<file path="config.mk">
export PLATFORM = sky130hd
export DESIGN_NAME = serial_adder_flat
export DESIGN_NICKNAME = d
export VERILOG_FILES = /design/src/rtl/serial_adder_pkg.sv /design/src/rtl/serial_adder_if.sv /design/src/rtl/serial_adder_fa_cell.sv /design/src/rtl/serial_adder.sv /design/src/flat_wrapper.sv
export SDC_FILE = /design/constraint.sdc
export NUM_CORES = 1
export LEC_CHECK = 0
export BUFFER_PORTS_ARGS = -buffer_cell sky130_fd_sc_hd__buf_2
export CAP_MARGIN = 10
export CORE_ASPECT_RATIO = 0.9
export CORE_UTILIZATION = 25
export CTS_CLUSTER_SIZE = 16
export DETAILED_ROUTE_END_ITERATION = 16
export PLACE_DENSITY_LB_ADDON = 0.25
export SLEW_MARGIN = 0
export SYNTH_ARGS = -nofsm -noshare
export SYNTH_HDL_FRONTEND = slang
export SYNTH_SLANG_ARGS = --single-unit
</file>
<file path="constraint.sdc">
create_clock -name clk -period 1.95 [get_ports clk]
set_clock_uncertainty 0.2 [all_clocks]
set_input_delay 0.2925 -clock clk [delete_from_list [all_inputs] [get_ports clk]]
set_output_delay 0.2925 -clock clk [all_outputs]
set_load 0.005 [all_outputs]
</file>
<file path="src/rtl/serial_adder_pkg.sv">
// serial_adder shared types, helpers and parameter check.
// Optional feature macro: SERIAL_ADDER_OVF_EN (adds ovf output).
package serial_adder_pkg;

  typedef enum logic {
    ST_IDLE = 1'b0,
    ST_RUN  = 1'b1
  } state_t;

  function automatic int clog2(input int v);
    int r;
    int x;
    r = 0;
    x = v - 1;
    while (x > 0) begin
      r++;
      x = x >> 1;
    end
    return (r < 1) ? 1 : r;
  endfunction

endpackage

`ifndef SERIAL_ADDER_CHECK
`define SERIAL_ADDER_CHECK(W, D) \
  if ((W) < 1 || (D) < 1 || ((W) % (D)) != 0) begin : g_bad_params \
    $error("serial_adder: DIGIT must divide WIDTH"); \
  end
`endif

</file>
<file path="src/rtl/serial_adder_if.sv">
// serial_adder start/busy/done handshake and operand bundle.
// Optional feature macro: SERIAL_ADDER_OVF_EN (adds ovf).
interface serial_adder_if
  import serial_adder_pkg::*;
#(
  parameter int WIDTH = 8
);
  logic             start;
  logic [WIDTH-1:0] a;
  logic [WIDTH-1:0] b;
  logic             cin;
  logic             busy;
  logic             done;
  logic [WIDTH-1:0] sum;
  logic             cout;
`ifdef SERIAL_ADDER_OVF_EN
  logic             ovf;

  modport master (
    output start, a, b, cin,
    input  busy, done, sum, cout, ovf
  );

  modport slave (
    input  start, a, b, cin,
    output busy, done, sum, cout, ovf
  );
`else
  modport master (
    output start, a, b, cin,
    input  busy, done, sum, cout
  );

  modport slave (
    input  start, a, b, cin,
    output busy, done, sum, cout
  );
`endif
endinterface

</file>
<file path="src/rtl/serial_adder_fa_cell.sv">
// serial_adder one-bit full adder cell.
// Chained DIGIT times to form the per-cycle ripple.
module fa_cell (
  input  logic a,
  input  logic b,
  input  logic ci,
  output logic s,
  output logic co
);

  assign s  = a ^ b ^ ci;
  assign co = (a & b) | (ci & (a ^ b));

endmodule

</file>
<file path="src/rtl/serial_adder.sv">
// serial_adder: multi-cycle adder, DIGIT bits per clock.
// Optional feature macro: SERIAL_ADDER_OVF_EN (signed overflow).
module serial_adder
  import serial_adder_pkg::*;
#(
  parameter int WIDTH = 8,
  parameter int DIGIT = 1
) (
  input  logic           clk,
  input  logic           rst_n,
  serial_adder_if.slave  bus
);

  `SERIAL_ADDER_CHECK(WIDTH, DIGIT)

  localparam int NSTEPS = WIDTH / DIGIT;
  localparam int SW     = clog2(NSTEPS);

  state_t           state;
  state_t           state_nxt;
  logic [WIDTH-1:0] a_sr;
  logic [WIDTH-1:0] b_sr;
  logic             carry;
  logic [SW-1:0]    step;
  logic             last;
  logic [DIGIT:0]   c;
  logic [DIGIT-1:0] s_d;
  logic [WIDTH-1:0] res;
  logic [WIDTH-1:0] sum_q;
  logic             cout_q;
  logic             done_q;

  assign last = (step == SW'(NSTEPS - 1));
  assign c[0] = carry;

  for (genvar i = 0; i < DIGIT; i++) begin : g_chain
    fa_cell u_fa (
      .a  (a_sr[i]),
      .b  (b_sr[i]),
      .ci (c[i]),
      .s  (s_d[i]),
      .co (c[i+1])
    );
  end

  if (NSTEPS == 1) begin : g_single
    assign res = s_d;
  end else begin : g_acc
    logic [WIDTH-DIGIT-1:0] acc;

    assign res = {s_d, acc};

    // Partial digits enter at the MSB side and drift down.
    always_ff @(posedge clk or negedge rst_n) begin
      if (!rst_n) begin
        acc <= '0;
      end else if (state == ST_RUN) begin
        acc <= res[WIDTH-1:DIGIT];
      end
    end
  end

  // FSM state register.
  always_ff @(posedge clk or negedge rst_n) begin
    if (!rst_n) begin
      state <= ST_IDLE;
    end else begin
      state <= state_nxt;
    end
  end

  // Next state: idle until start, run until last step.
  always_comb begin
    state_nxt = state;
    unique case (state)
      ST_IDLE: if (bus.start) state_nxt = ST_RUN;
      ST_RUN:  if (last) state_nxt = ST_IDLE;
      default: state_nxt = ST_IDLE;
    endcase
  end

  // Operand capture, digit stepping and result commit.
  always_ff @(posedge clk or negedge rst_n) begin
    if (!rst_n) begin
      a_sr   <= '0;
      b_sr   <= '0;
      carry  <= 1'b0;
      step   <= '0;
      sum_q  <= '0;
      cout_q <= 1'b0;
      done_q <= 1'b0;
    end else begin
      done_q <= 1'b0;
      unique case (state)
        ST_IDLE: begin
          if (bus.start) begin
            a_sr  <= bus.a;
            b_sr  <= bus.b;
            carry <= bus.cin;
            step  <= '0;
          end
        end
        ST_RUN: begin
          a_sr  <= a_sr >> DIGIT;
          b_sr  <= b_sr >> DIGIT;
          carry <= c[DIGIT];
          step  <= step + 1'b1;
          if (last) begin
            sum_q  <= res;
            cout_q <= c[DIGIT];
            done_q <= 1'b1;
          end
        end
        default: ;
      endcase
    end
  end

`ifdef SERIAL_ADDER_OVF_EN
  logic ovf_q;

  // Signed overflow: carry into MSB differs from carry out.
  always_ff @(posedge clk or negedge rst_n) begin
    if (!rst_n) begin
      ovf_q <= 1'b0;
    end else if (state == ST_RUN && last) begin
      ovf_q <= c[DIGIT-1] ^ c[DIGIT];
    end
  end

  assign bus.ovf = ovf_q;
`endif

  assign bus.busy = (state == ST_RUN);
  assign bus.done = done_q;
  assign bus.sum  = sum_q;
  assign bus.cout = cout_q;

endmodule

</file>
<file path="src/flat_wrapper.sv">
// flat-port wrapper written by rule: the top's interface ports become plain ports
module serial_adder_flat import serial_adder_pkg::*;
#(
  parameter int WIDTH = 8,
  parameter int DIGIT = 1
)
  (clk, rst_n, bus_start, bus_a, bus_b, bus_cin, bus_busy, bus_done, bus_sum, bus_cout);
  serial_adder_if #(.WIDTH(WIDTH)) bus_i ();
  input  logic clk;
  input  logic rst_n;
  input wire logic [$bits(bus_i.start)-1:0] bus_start;
  input wire logic [$bits(bus_i.a)-1:0] bus_a;
  input wire logic [$bits(bus_i.b)-1:0] bus_b;
  input wire logic [$bits(bus_i.cin)-1:0] bus_cin;
  output wire logic [$bits(bus_i.busy)-1:0] bus_busy;
  output wire logic [$bits(bus_i.done)-1:0] bus_done;
  output wire logic [$bits(bus_i.sum)-1:0] bus_sum;
  output wire logic [$bits(bus_i.cout)-1:0] bus_cout;
  assign bus_i.start = bus_start;
  assign bus_i.a = bus_a;
  assign bus_i.b = bus_b;
  assign bus_i.cin = bus_cin;
  assign bus_busy = bus_i.busy;
  assign bus_done = bus_i.done;
  assign bus_sum = bus_i.sum;
  assign bus_cout = bus_i.cout;
  serial_adder #(.WIDTH(WIDTH), .DIGIT(DIGIT)) u_core (.clk(clk), .rst_n(rst_n), .bus(bus_i));
endmodule
</file>
==> results by group, run 1 <==
Floorplan
  • Total number of placement rows: 27
  • Initial core utilization: 0.266
  • Top Ports: 31
  • Die Wd: between 80 and 90 um
  • Die Span Y: 79.5 um
  • Die footprint: around 7000 um^2
  • Core area: 6280 um^2

Global route
  • First-pass GRT wire length: 4910 um
  • Total gr overflow: 0
  • M1 GR Usage: 0.117
  • Vias in the first global route: 1,090
  • Initial antenna violation count: 0
  • Met3 Usage GRT: 0.0331
  • Global-route usage over all layers: 0.0940
  • Grt peak-use layer: met2
  • Largest net degree at the start of global routing: 39
  • M2 GR Usage: 0.141

Yosys
  • Cells after synthesis: 121
  • YS warnings: 0
  • Number of enable flip-flop cells after synthesis: 0
  • Dominant synthesized flop cell: dfrtp_1
  • Top cell type's share of synthesized area: 0.570
  • Register bit count reported by yosys: 38
  • Seq/Total Area, Yosys: 0.570
  • Synth cell types: 19
  • Cell taking the most area after synthesis: dfrtp_1
  • Top-count cell post-synth: dfrtp_1
  • Synth top area cells: dfrtp_1, mux2_4, mux2i_1, nand2_1, o21ai_1
  • Post-synth top cells: dfrtp_1, mux2i_1, nand2_1, mux2_4, o21ai_1
  • Mapped Avg Cell Area: 13.8 um^2
  • Share of flip-flops with an asynchronous set or reset: 1.00
  • Syn_nets: 144
  • Synthesized cell area: 1670 um^2

Critical path
  • Required @ worst endpoint: 1.92 ns
  • Worst Path Class, Setup: reg2reg
  • Worst setup SP type: register
  • Top delay family on crit path: adder cells
  • Max FO, Critical Path: 10
  • CP max stage cell: dfrtp_1
  • CP arrival: 1.61 ns
  • Max incr delay on CP: 0.40 ns
  • Crit end category: register
  • CP cell instances: ha_1 -> ha_1 -> nand2_8 -> mux2_4
  • Worst Path Buf+Inv: 0
  • Crit-path most repeated cell: ha_1

Layout
  • Fin nets: between 150 and 200
  • Area grow syn2layout: 18.4%
  • Final cell count without fillers: 243
  • Layout cell share with drive strength beyond 1: 0.359
  • FILL cells: 667
  • Ant diodes: 0

STA
  • Fin Setup TNS: 0 ns
  • Fmax: approximately 610 MHz
  • RSZ-0062 raised after global routing: no
  • Minimum clock period: 1.64 ns
  • Worst setup margin: 0.308 ns
  • Final setup vio count: 0
  • Slew HR: 0.640
  • Worst-Margin Slew: 0.540 ns
  • Final Hold Vio Count: 0
  • Max Slew Vio Count: 0
  • Final Cycle Share: 0.842

Placement
  • Pre-CTS setup slack: ~0.31 ns
  • Port bufs: 30
  • Placer Congestion: 0.664
  • Post-DP HPWL: 1890 um
  • Placed cells: ~240

Clocking
  • CTS tree: done
  • Clk pin slew, worst setup/hold paths: 0.07 ns
  • Latest clock arrival within the worst-skew pair: 0.28 ns
  • H-tree levels: 2
  • Clock sink count: 38
  • CTS Buf Count: 5
  • Clk buf depth: 2
  • Root Driver: clkbuf_8

Route
  • DR vias/cell: 4.15
  • Vias: 1,008
  • Wirelength per Cell: between 10 and 15 um
  • Initial DRT Pass Iterations: 4
  • Routed WL: between 2000 and 3000 um
  • Number of nets with antenna violations after routing: 0
  • First DRT Iteration DRCs: 30
  • DRC violations left: 0

Power and ir drop
  • Sequential Power Share: 0.467
  • Switching share of power: 0.308
  • Maximum VDD drop: 0.000432 V
  • Overall power: roughly 2.8 mW
  • Internal: 1.94 mW
  • Combinational power share: 0.355
  • P_leak: approximately 1.0 nW
  • Net Sw Power: roughly 0.86 mW
  • Pwr Density: 1420 nW/um^2
  • Clk pwr share: 0.178

Run
  • Max Cap Viol: 0

Worst hold path
  • Hold Crit Class: in2reg

Run status
  • Status: finished clean
==> stage by stage <==
stage | utilization | instance area (um^2) | hold WS [ns]
final | 0.314 | 1980 | 0.0612
after global routing | 0.314 | 1980 | 0.0902
after CTS | 0.314 | 1980 | 0.0564
after detailed placement | 0.301 | 1890 | 0.176
after global placement | 0.301 | 1890 | 0.162
after floorplan | - | 1670 | -0.203
==> power groups by stage <==
stage                     Clock [mW]  Sequential (mW)  Combinational, mW
after floorplan                    0             1.28              0.795
after global placement             0             1.31              0.988
after detailed placement           0             1.32               1.01
after CTS                      0.527             1.31               1.02
after global routing           0.556             1.36               1.11
final                          0.499             1.31              0.994
==> cells by family after synthesis <==
logic type	synth area share
and+or+nand+nor	0.0562
adders and majority gates	0.0270
muxes	0.245
AOI/OAI and AO/OA	0.0585
DFF	0.570
buffers and inverters	0.0435
==> state kept, by name (all words and copies together) (netlist names) <==
| name | count |
|---|---|
| u_core.a_sr | 8 |
| u_core.b_sr | 8 |
| u_core.bus.busy | 1 |
| u_core.bus.cout | 1 |
| u_core.bus.done | 1 |
| u_core.bus.sum | 8 |
| u_core.carry | 1 |
| u_core.g_acc.acc | 7 |
| u_core.step | 3 |
==> cell usage in the layout, fill, tap and decap left out <==
cell type	netlist	layout
buf_2	2	30
mux2_2	3	3
dfrtp_1	38	38
buf_4	0	4
inv_1	1	1
nand2_8	1	1
dlygate4sd3_1	0	1
o21ai_1	8	8
fa_1	1	1
mux2_4	13	13
a21oi_1	1	1
clkbuf_1	0	2
nand2_1	15	15
o21ai_0	7	7
nor2_1	3	3
nand2b_1	1	1
mux2i_1	18	18
a22o_1	2	2
ha_1	2	2
clkbuf_8	0	5
==> path summary, 6_finish.rpt <==
check,slack (ns),endpoint,start,cells after the start
setup / recovery,0.31,u_core.bus.sum[1]$_DFFE_PN0P_,u_core.step[0]$_DFFE_PN0P_,4
min in group asynchronous,0.39,u_core.bus.done$_DFF_PN0_,rst_n,3
hold reg to reg,0.28,u_core.b_sr[1]$_DFFE_PN0P_,u_core.b_sr[2]$_DFFE_PN0P_,2
max in group asynchronous,0.82,u_core.bus.busy$_DFF_PN0_,rst_n,3
hold / removal,0.06,u_core.b_sr[7]$_DFFE_PN0P_,bus_b[7],3
setup reg to reg,0.31,u_core.bus.sum[1]$_DFFE_PN0P_,u_core.step[0]$_DFFE_PN0P_,4
==> timing repair <==
action	in CTS	in global routing
resized for setup	0	0
setup buffers	0	0
endpoints found under the setup margin	0	0
hold buffers	1	0
hold endpoints to repair	38	0
==> cell type report <==
cell class / count / area [um^2] / area share
clock buffers: 7 / 76.3 / 0.0386
inverters: 1 / 3.75 / 0.00190
multi-input cells: 75 / 646 / 0.327
flip-flops and latches: 38 / 951 / 0.481
well taps: 87 / 109 / 0.0551
repair buffers: 35 / 190 / 0.0963
==> worst register-to-register path, cell delays in order, from the launching register on <==
cell and delay [ns]:
dfrtp_1 0.40, ha_1 0.21, ha_1 0.25, nand2_8 0.15, mux2_4 0.31
==> routing by layer <==
layer	up-vias	wire, um
li1	487	-
met1	486	1340
met2	28	1200
met3	7	164
met4	0	63
met5	-	0
No activity file was read; power rests on OpenSTA's default activity.
==> run 2, diff against run 1 <==
clock period = 1.6 ns   (was 1.95 ns; I/O delays follow)
==> run 2 against run 1 <==
Effect of this change: final cell count rose by 1.2%; sequential power up 24%; routed wire length increased by 2.7%; fmax grew 5.6%; sequential cell count did not move; non-clock buffer count grew 2; first-iteration DRC count shrank 43%; sequential share of layout area fell by 1.9 points; global-route usage rose by 0.054 points; largest power group unchanged.
==> results by group, run 2 (synthesized netlist as in run 1, its figures left out) <==
Critical path
  • Crit. Startpoint: u_core.step[0]$_DFFE_PN0P_ (unchanged)
  • Max incr delay on CP: 0.39 ns (was 0.40 ns)
  • Required @ worst endpoint: 1.56 ns (was 1.92 ns)
  • Worst setup SP type: register (unchanged)
  • RR Endpoint: u_core.bus.sum[7]$_DFFE_PN0P_ (was u_core.bus.sum[1]$_DFFE_PN0P_)
  • Worst Path Class, Setup: reg2reg (unchanged)
  • Max FO, Critical Path: 10 (unchanged)
  • CP arrival: 1.52 ns (was 1.61 ns)
  • Crit end category: register (unchanged)
  • CP max stage cell: dfrtp_1 (unchanged)
  • Reg2Reg Setup Slack: 0.05 ns (was 0.31 ns)
  • FF-to-FF path depth: 4 (unchanged)
  • Worst r2r src: u_core.step[0]$_DFFE_PN0P_ (unchanged)
  • CP cell instances: ha_1 -> ha_2 -> nand2_8 -> mux2_4 (was ha_1 -> ha_1 -> nand2_8 -> mux2_4)

Route
  • DR vias/cell: 4.11 (was 4.15)
  • Initial DRT Pass Iterations: 4 (unchanged)
  • Number of nets with antenna violations after routing: 0 (unchanged)
  • DRC violations left: 0 (unchanged)
  • Routed WL: 2850 um (was 2780 um)
  • Wirelength per Cell: 11.6 um (was 11.4 um)
  • First DRT Iteration DRCs: 17 (was 30)
  • Vias: 1,011 (was 1,008)

Power and ir drop
  • Maximum VDD drop: 0.000588 V (was 0.000432 V)
  • Sequential Power Share: 0.454 (was 0.467)
  • Combinational power share: 0.362 (was 0.355)
  • Clk pwr share: 0.184 (was 0.178)
  • Internal: 2.49 mW (was 1.94 mW)
  • Pwr Density: 1740 nW/um^2 (was 1420 nW/um^2)
  • P_leak: 1.05 nW (was 1.01 nW)
  • Switching share of power: 0.304 (was 0.308)
  • Net Sw Power: 1.09 mW (was 0.862 mW)

STA
  • Max Slew Vio Count: 0 (unchanged)
  • Fmax: 643 MHz (was 609 MHz)
  • Worst hold slack: 0.0144 ns (was 0.0612 ns)
  • Minimum clock period: 1.55 ns (was 1.64 ns)
  • Slew HR: 0.849 (was 0.640)
  • Final setup vio count: 0 (unchanged)
  • Final Hold Vio Count: 0 (unchanged)
  • Final Cycle Share: 0.972 (was 0.842)
  • Worst-Margin Slew: 0.226 ns (was 0.540 ns)

Floorplan
  • Top Ports: 31 (unchanged)
  • Core area: 6280 um^2 (unchanged)
  • Die Wd: 88.1 um (unchanged)
  • Initial core utilization: 0.266 (unchanged)
  • Die footprint: 7010 um^2 (unchanged)
  • Die Span Y: 79.5 um (unchanged)
  • Total number of placement rows: 27 (unchanged)

Layout
  • FILL cells: 677 (was 667)
  • Most frequent cells in the layout: dfrtp_1, buf_2, mux2i_1, nand2_1, mux2_4 (unchanged)
  • Commonest non-fill, non-tap cell in the layout: dfrtp_1 (unchanged)
  • Storage cell area: 952 um^2 (was 951 um^2)
  • Fin nets: 181 (was 179)
  • Multi-input logic area: 648 um^2 (was 646 um^2)
  • Cell area after layout: 2060 um^2 (was 1980 um^2)
  • Area grow syn2layout: 23.4% (was 18.4%)
  • Ant diodes: 0 (unchanged)
  • Layout cell share with drive strength beyond 1: 0.390 (was 0.359)

Placement
  • Port bufs: 30 (unchanged)
  • Post-DP Area: 1950 um^2 (was 1890 um^2)
  • Placer Congestion: 0.667 (was 0.664)
  • Post-DP HPWL: 1970 um (was 1890 um)

Worst hold path
  • Worst hold path stage count: 3 (unchanged)
  • Hold Crit Class: in2reg (unchanged)
  • Hold wc startpoint: bus_a[7] (was bus_b[7])
  • Hold EP: u_core.a_sr[7]$_DFFE_PN0P_ (was u_core.b_sr[7]$_DFFE_PN0P_)

Clocking
  • Clock sink count: 38 (unchanged)
  • Clk buf depth: 2 (unchanged)
  • CTS tree: done (unchanged)
  • Root Driver: clkbuf_8 (unchanged)
  • Clk pin slew, worst setup/hold paths: 0.07 ns (about the same)
  • H-tree levels: 2 (unchanged)
  • CTS Buf Count: 5 (unchanged)
  • Latest clock arrival within the worst-skew pair: 0.28 ns (about the same)

Global route
  • Largest net degree at the start of global routing: 39 (unchanged)
  • Total gr overflow: 0 (unchanged)
  • Initial antenna violation count: 0 (unchanged)
  • Vias in the first global route: 1,086 (was 1,090)
  • Global-route usage over all layers: 0.0945 (was 0.0940)
  • First-pass GRT wire length: 5040 um (was 4910 um)

Run
  • Max Cap Viol: 0 (unchanged)

Run status
  • Status: finished clean (unchanged)
==> run 2: cell types whose count changed in the layout (fill, tap and decap cells not counted), sizes merged <==
cell    delta
clkinv     +1
buf        +2
==> run 2: worst max-delay path: cells and delay by family, from the launching register on <==
| kind | cells | cell delay (ns) |
|---|---|---|
| adder cells (fa/ha/maj) | 2 | 0.41 |
| flip-flops | 1 | 0.39 |
| multiplexers | 1 | 0.31 |
| AND/OR/NAND/NOR | 1 | 0.12 |
==> run 2: worst max path at each step <==
stage	end	slack, ns
floorplan	u_core.bus.cout$_DFFE_PN0P_	0.03
global placement	u_core.bus.sum[0]$_DFFE_PN0P_	0.02
detailed placement	u_core.bus.sum[5]$_DFFE_PN0P_	-0.03
CTS	u_core.bus.sum[7]$_DFFE_PN0P_	0.02
global route	u_core.bus.sum[7]$_DFFE_PN0P_	-0.001
finish	u_core.bus.sum[7]$_DFFE_PN0P_	0.05
==> run 2: power by group through the flow <==
stage	Combinational (mW)	Clock [mW]	Sequential (mW)
finish	1.30	0.657	1.62
global route	1.44	0.737	1.67
CTS	1.31	0.692	1.63
detailed placement	1.30	0	1.64
global placement	1.26	0	1.62
floorplan	0.969	0	1.57
==> run 2: layer usage <==
| layer | up-vias | track usage | wire, um |
|---|---|---|---|
| li1 | 492 | - | - |
| met1 | 488 | 0.108 | 1300 |
| met2 | 27 | 0.160 | 1380 |
| met3 | 4 | 0.0331 | 149 |
| met4 | 0 | 0.0403 | 28 |
| met5 | - | 0 | 0 |
==> run 2: final cells by class <==
type	instances	area share
Multi-Input combinational cell	75	0.315
Clock buffer	7	0.0419
Timing Repair Buffer	37	0.124
Clock inverter	1	0.00243
Inverter	1	0.00182
Sequential cell	38	0.462
Tap cell	87	0.0529
==> run 2: metrics by stage <==
stage / setup slack, ns / instances / setup TNS (ns) / util / power [mW]
floorplan: 0.0308 / 121 / 0 / - / 2.53
CTS: 0.0183 / 245 / 0 / 0.326 / 3.64
detailed placement: -0.0299 / 236 / -0.233 / 0.310 / 2.94
global placement: 0.0189 / 236 / 0 / 0.310 / 2.87
global route: -0.00134 / 246 / -0.00134 / 0.328 / 3.85
finish: 0.0452 / 246 / 0 / 0.328 / 3.58
==> run 2: repair_timing <==
| item | CTS | global route |
|---|---|---|
| gates cloned | 0 | 0 |
| pin swaps | 0 | 1 |
| hold buffers | 1 | 0 |
| gates resized for setup | 1 | 1 |
| buffers inserted | 0 | 1 |
| hold endpoints to repair | 38 | 0 |
| endpoints found under the setup margin | 9 | 10 |
==> run 3, diff against run 2 <==
MAX_ROUTING_LAYER = met4   (was unset)
==> run 3 against run 2 <==
Effect of this change: via count increased by 0.89%; largest power group unchanged; sequential share of layout area unchanged; fmax decreased by 0.21%.
==> results by group, run 3 (synthesized netlist as in run 1, its figures left out) <==
Run status
  • Status: finished clean (unchanged)

STA
  • Slew HR: 0.850 (was 0.849)
  • Worst-Margin Slew: 0.224 ns (was 0.226 ns)
  • Final setup vio count: 0 (unchanged)
  • Final Hold Vio Count: 0 (unchanged)
  • Final Cycle Share: 0.974 (was 0.972)
  • RSZ-0062 raised after global routing: no
  • Worst hold slack: 0.0143 ns (was 0.0144 ns)
  • Max Slew Vio Count: 0 (unchanged)
  • Fmax: 642 MHz (was 643 MHz)
  • Minimum clock period: 1.56 ns (was 1.55 ns)

Critical path
  • FF-to-FF path depth: 4 (unchanged)
  • Worst r2r src: u_core.step[0]$_DFFE_PN0P_ (unchanged)
  • Max FO, Critical Path: 10 (unchanged)
  • CP cell instances: ha_1 -> ha_2 -> nand2_8 -> mux2_4 (unchanged)
  • Worst setup SP type: register (unchanged)
  • Max incr delay on CP: 0.39 ns (about the same)
  • Worst Path Class, Setup: reg2reg (unchanged)
  • CP max stage cell: dfrtp_1 (unchanged)
  • Reg2Reg Setup Slack: 0.04 ns (was 0.05 ns)
  • Crit end category: register (unchanged)
  • CP arrival: 1.52 ns (about the same)
  • RR Endpoint: u_core.bus.sum[7]$_DFFE_PN0P_ (unchanged)
  • Required @ worst endpoint: 1.56 ns (about the same)

Clocking
  • H-tree levels: 2 (unchanged)
  • Clk pin slew, worst setup/hold paths: 0.07 ns (about the same)
  • Clk buf depth: 2 (unchanged)
  • CTS Buf Count: 5 (unchanged)
  • Clock sink count: 38 (unchanged)
  • Root Driver: clkbuf_8 (unchanged)
  • Latest clock arrival within the worst-skew pair: 0.28 ns (about the same)
  • CTS tree: done (unchanged)

Global route
  • Vias in the first global route: 1,087 (was 1,086)
  • M2 GR Usage: 0.160 (unchanged)
  • Global-route usage over all layers: 0.0971 (was 0.0945)
  • Grt peak-use layer: met2 (unchanged)
  • First-pass GRT wire length: 5020 um (was 5040 um)
  • Largest net degree at the start of global routing: 39 (unchanged)
  • Met3 Usage GRT: 0.0331 (unchanged)
  • Initial antenna violation count: 0 (unchanged)
  • M1 GR Usage: 0.108 (unchanged)
  • Total gr overflow: 0 (unchanged)

Layout
  • Cell area after layout: 2060 um^2 (unchanged)
  • Layout cell share with drive strength beyond 1: 0.390 (unchanged)
  • Finished Core Util: 0.328 (unchanged)
  • Commonest non-fill, non-tap cell in the layout: dfrtp_1 (unchanged)
  • Area grow syn2layout: 23.4% (unchanged)
  • Fin nets: 181 (unchanged)
  • Most frequent cells in the layout: dfrtp_1, buf_2, mux2i_1, nand2_1, mux2_4 (unchanged)
  • Ant diodes: 0 (unchanged)

Floorplan
  • Die Span Y: 79.5 um (unchanged)
  • Core area: 6280 um^2 (unchanged)
  • Initial core utilization: 0.266 (unchanged)
  • Total number of placement rows: 27 (unchanged)
  • Top Ports: 31 (unchanged)
  • Die Wd: 88.1 um (unchanged)
  • Die footprint: 7010 um^2 (unchanged)

Worst hold path
  • Hold Crit Class: in2reg (unchanged)
  • Worst hold path stage count: 3 (unchanged)
  • Hold wc startpoint: bus_a[7] (unchanged)
  • Hold EP: u_core.a_sr[7]$_DFFE_PN0P_ (unchanged)

Run
  • Max Cap Viol: 0 (unchanged)

Placement
  • Post-DP HPWL: 1970 um (unchanged)
  • Port bufs: 30 (unchanged)
  • Placer Congestion: 0.674 (was 0.667)
  • Post-DP Area: 1950 um^2 (unchanged)

Route
  • First DRT Iteration DRCs: 7 (was 17)
  • DR vias/cell: 4.15 (was 4.11)
  • Number of nets with antenna violations after routing: 0 (unchanged)
  • Routed WL: 2850 um (about the same)
  • Wirelength per Cell: 11.6 um (about the same)
  • Vias: 1,020 (was 1,011)
  • Initial DRT Pass Iterations: 4 (unchanged)
  • DRC violations left: 0 (unchanged)

Power and ir drop
  • P_leak: 1.05 nW (unchanged)
  • Pwr Density: 1740 nW/um^2 (about the same)
  • Maximum VDD drop: 0.000588 V (about the same)
run 3: cell counts in the layout (fill, tap and decap cells not counted):
Identical to the previous run, type by type.
run 3: timing repair:
item,4_1_cts,5_1_grt
setup endpoints to repair,9,10
resized for setup,1,1
hold endpoints to repair,38,0
setup buffers,0,1
hold buffers,1,0
pin swaps,0,1
run 3: report_power, final:
part           total, mW  internal (mW)  switching, mW  leakage [nW]
clock              0.657          0.347          0.310        0.0482
combinational       1.29          0.783          0.511         0.511
sequential          1.63           1.36          0.266         0.488
total               3.58           2.49           1.09          1.05
run 3: through the flow:
stage               power (mW)  worst slack [ns]  setup TNS, ns  std cells
floorplan                 2.53            0.0308              0        121
global route              3.85           0.00229              0        246
CTS                       3.64            0.0183              0        245
finish                    3.58            0.0419              0        246
detailed placement        2.94           -0.0299         -0.233        236
global placement          2.87            0.0189              0        236
run 3: worst max-delay path: cells and delay by family (launching register included):
kind                       cells  cell delay (ns)
adders and majority gates      2             0.41
DFF                            1             0.39
muxes                          1             0.31
and+or+nand+nor                1             0.12
run 3: per-layer routing:
layer / wire length (um) / up-vias
li1: - / 493
met1: 1280 / 494
met2: 1380 / 29
met3: 150 / 4
met4: 29 / 0
met5: 0 / -
run 3: worst max-delay path by stage:
| stage | start | to | slack [ns] |
|---|---|---|---|
| after global routing | u_core.step[0]$_DFFE_PN0P_ | u_core.bus.sum[7]$_DFFE_PN0P_ | 0.002 |
| final | u_core.step[0]$_DFFE_PN0P_ | u_core.bus.sum[7]$_DFFE_PN0P_ | 0.04 |
| after CTS | u_core.step[0]$_DFFE_PN0P_ | u_core.bus.sum[7]$_DFFE_PN0P_ | 0.02 |
| after detailed placement | u_core.step[0]$_DFFE_PN0P_ | u_core.bus.sum[5]$_DFFE_PN0P_ | -0.03 |
| after global placement | u_core.step[0]$_DFFE_PN0P_ | u_core.bus.sum[0]$_DFFE_PN0P_ | 0.02 |
| after floorplan | u_core.step[0]$_DFFE_PN0P_ | u_core.bus.cout$_DFFE_PN0P_ | 0.03 |
run 3: area by class of cell:
cell class,count,area [um^2]
timing repair buffer,37,255
inverter,1,3.75
fill,677,4220
clock buffer,7,86.3
sequential,38,952
tap,87,109
multi-input combinational,75,648
clock inverter,1,5.00
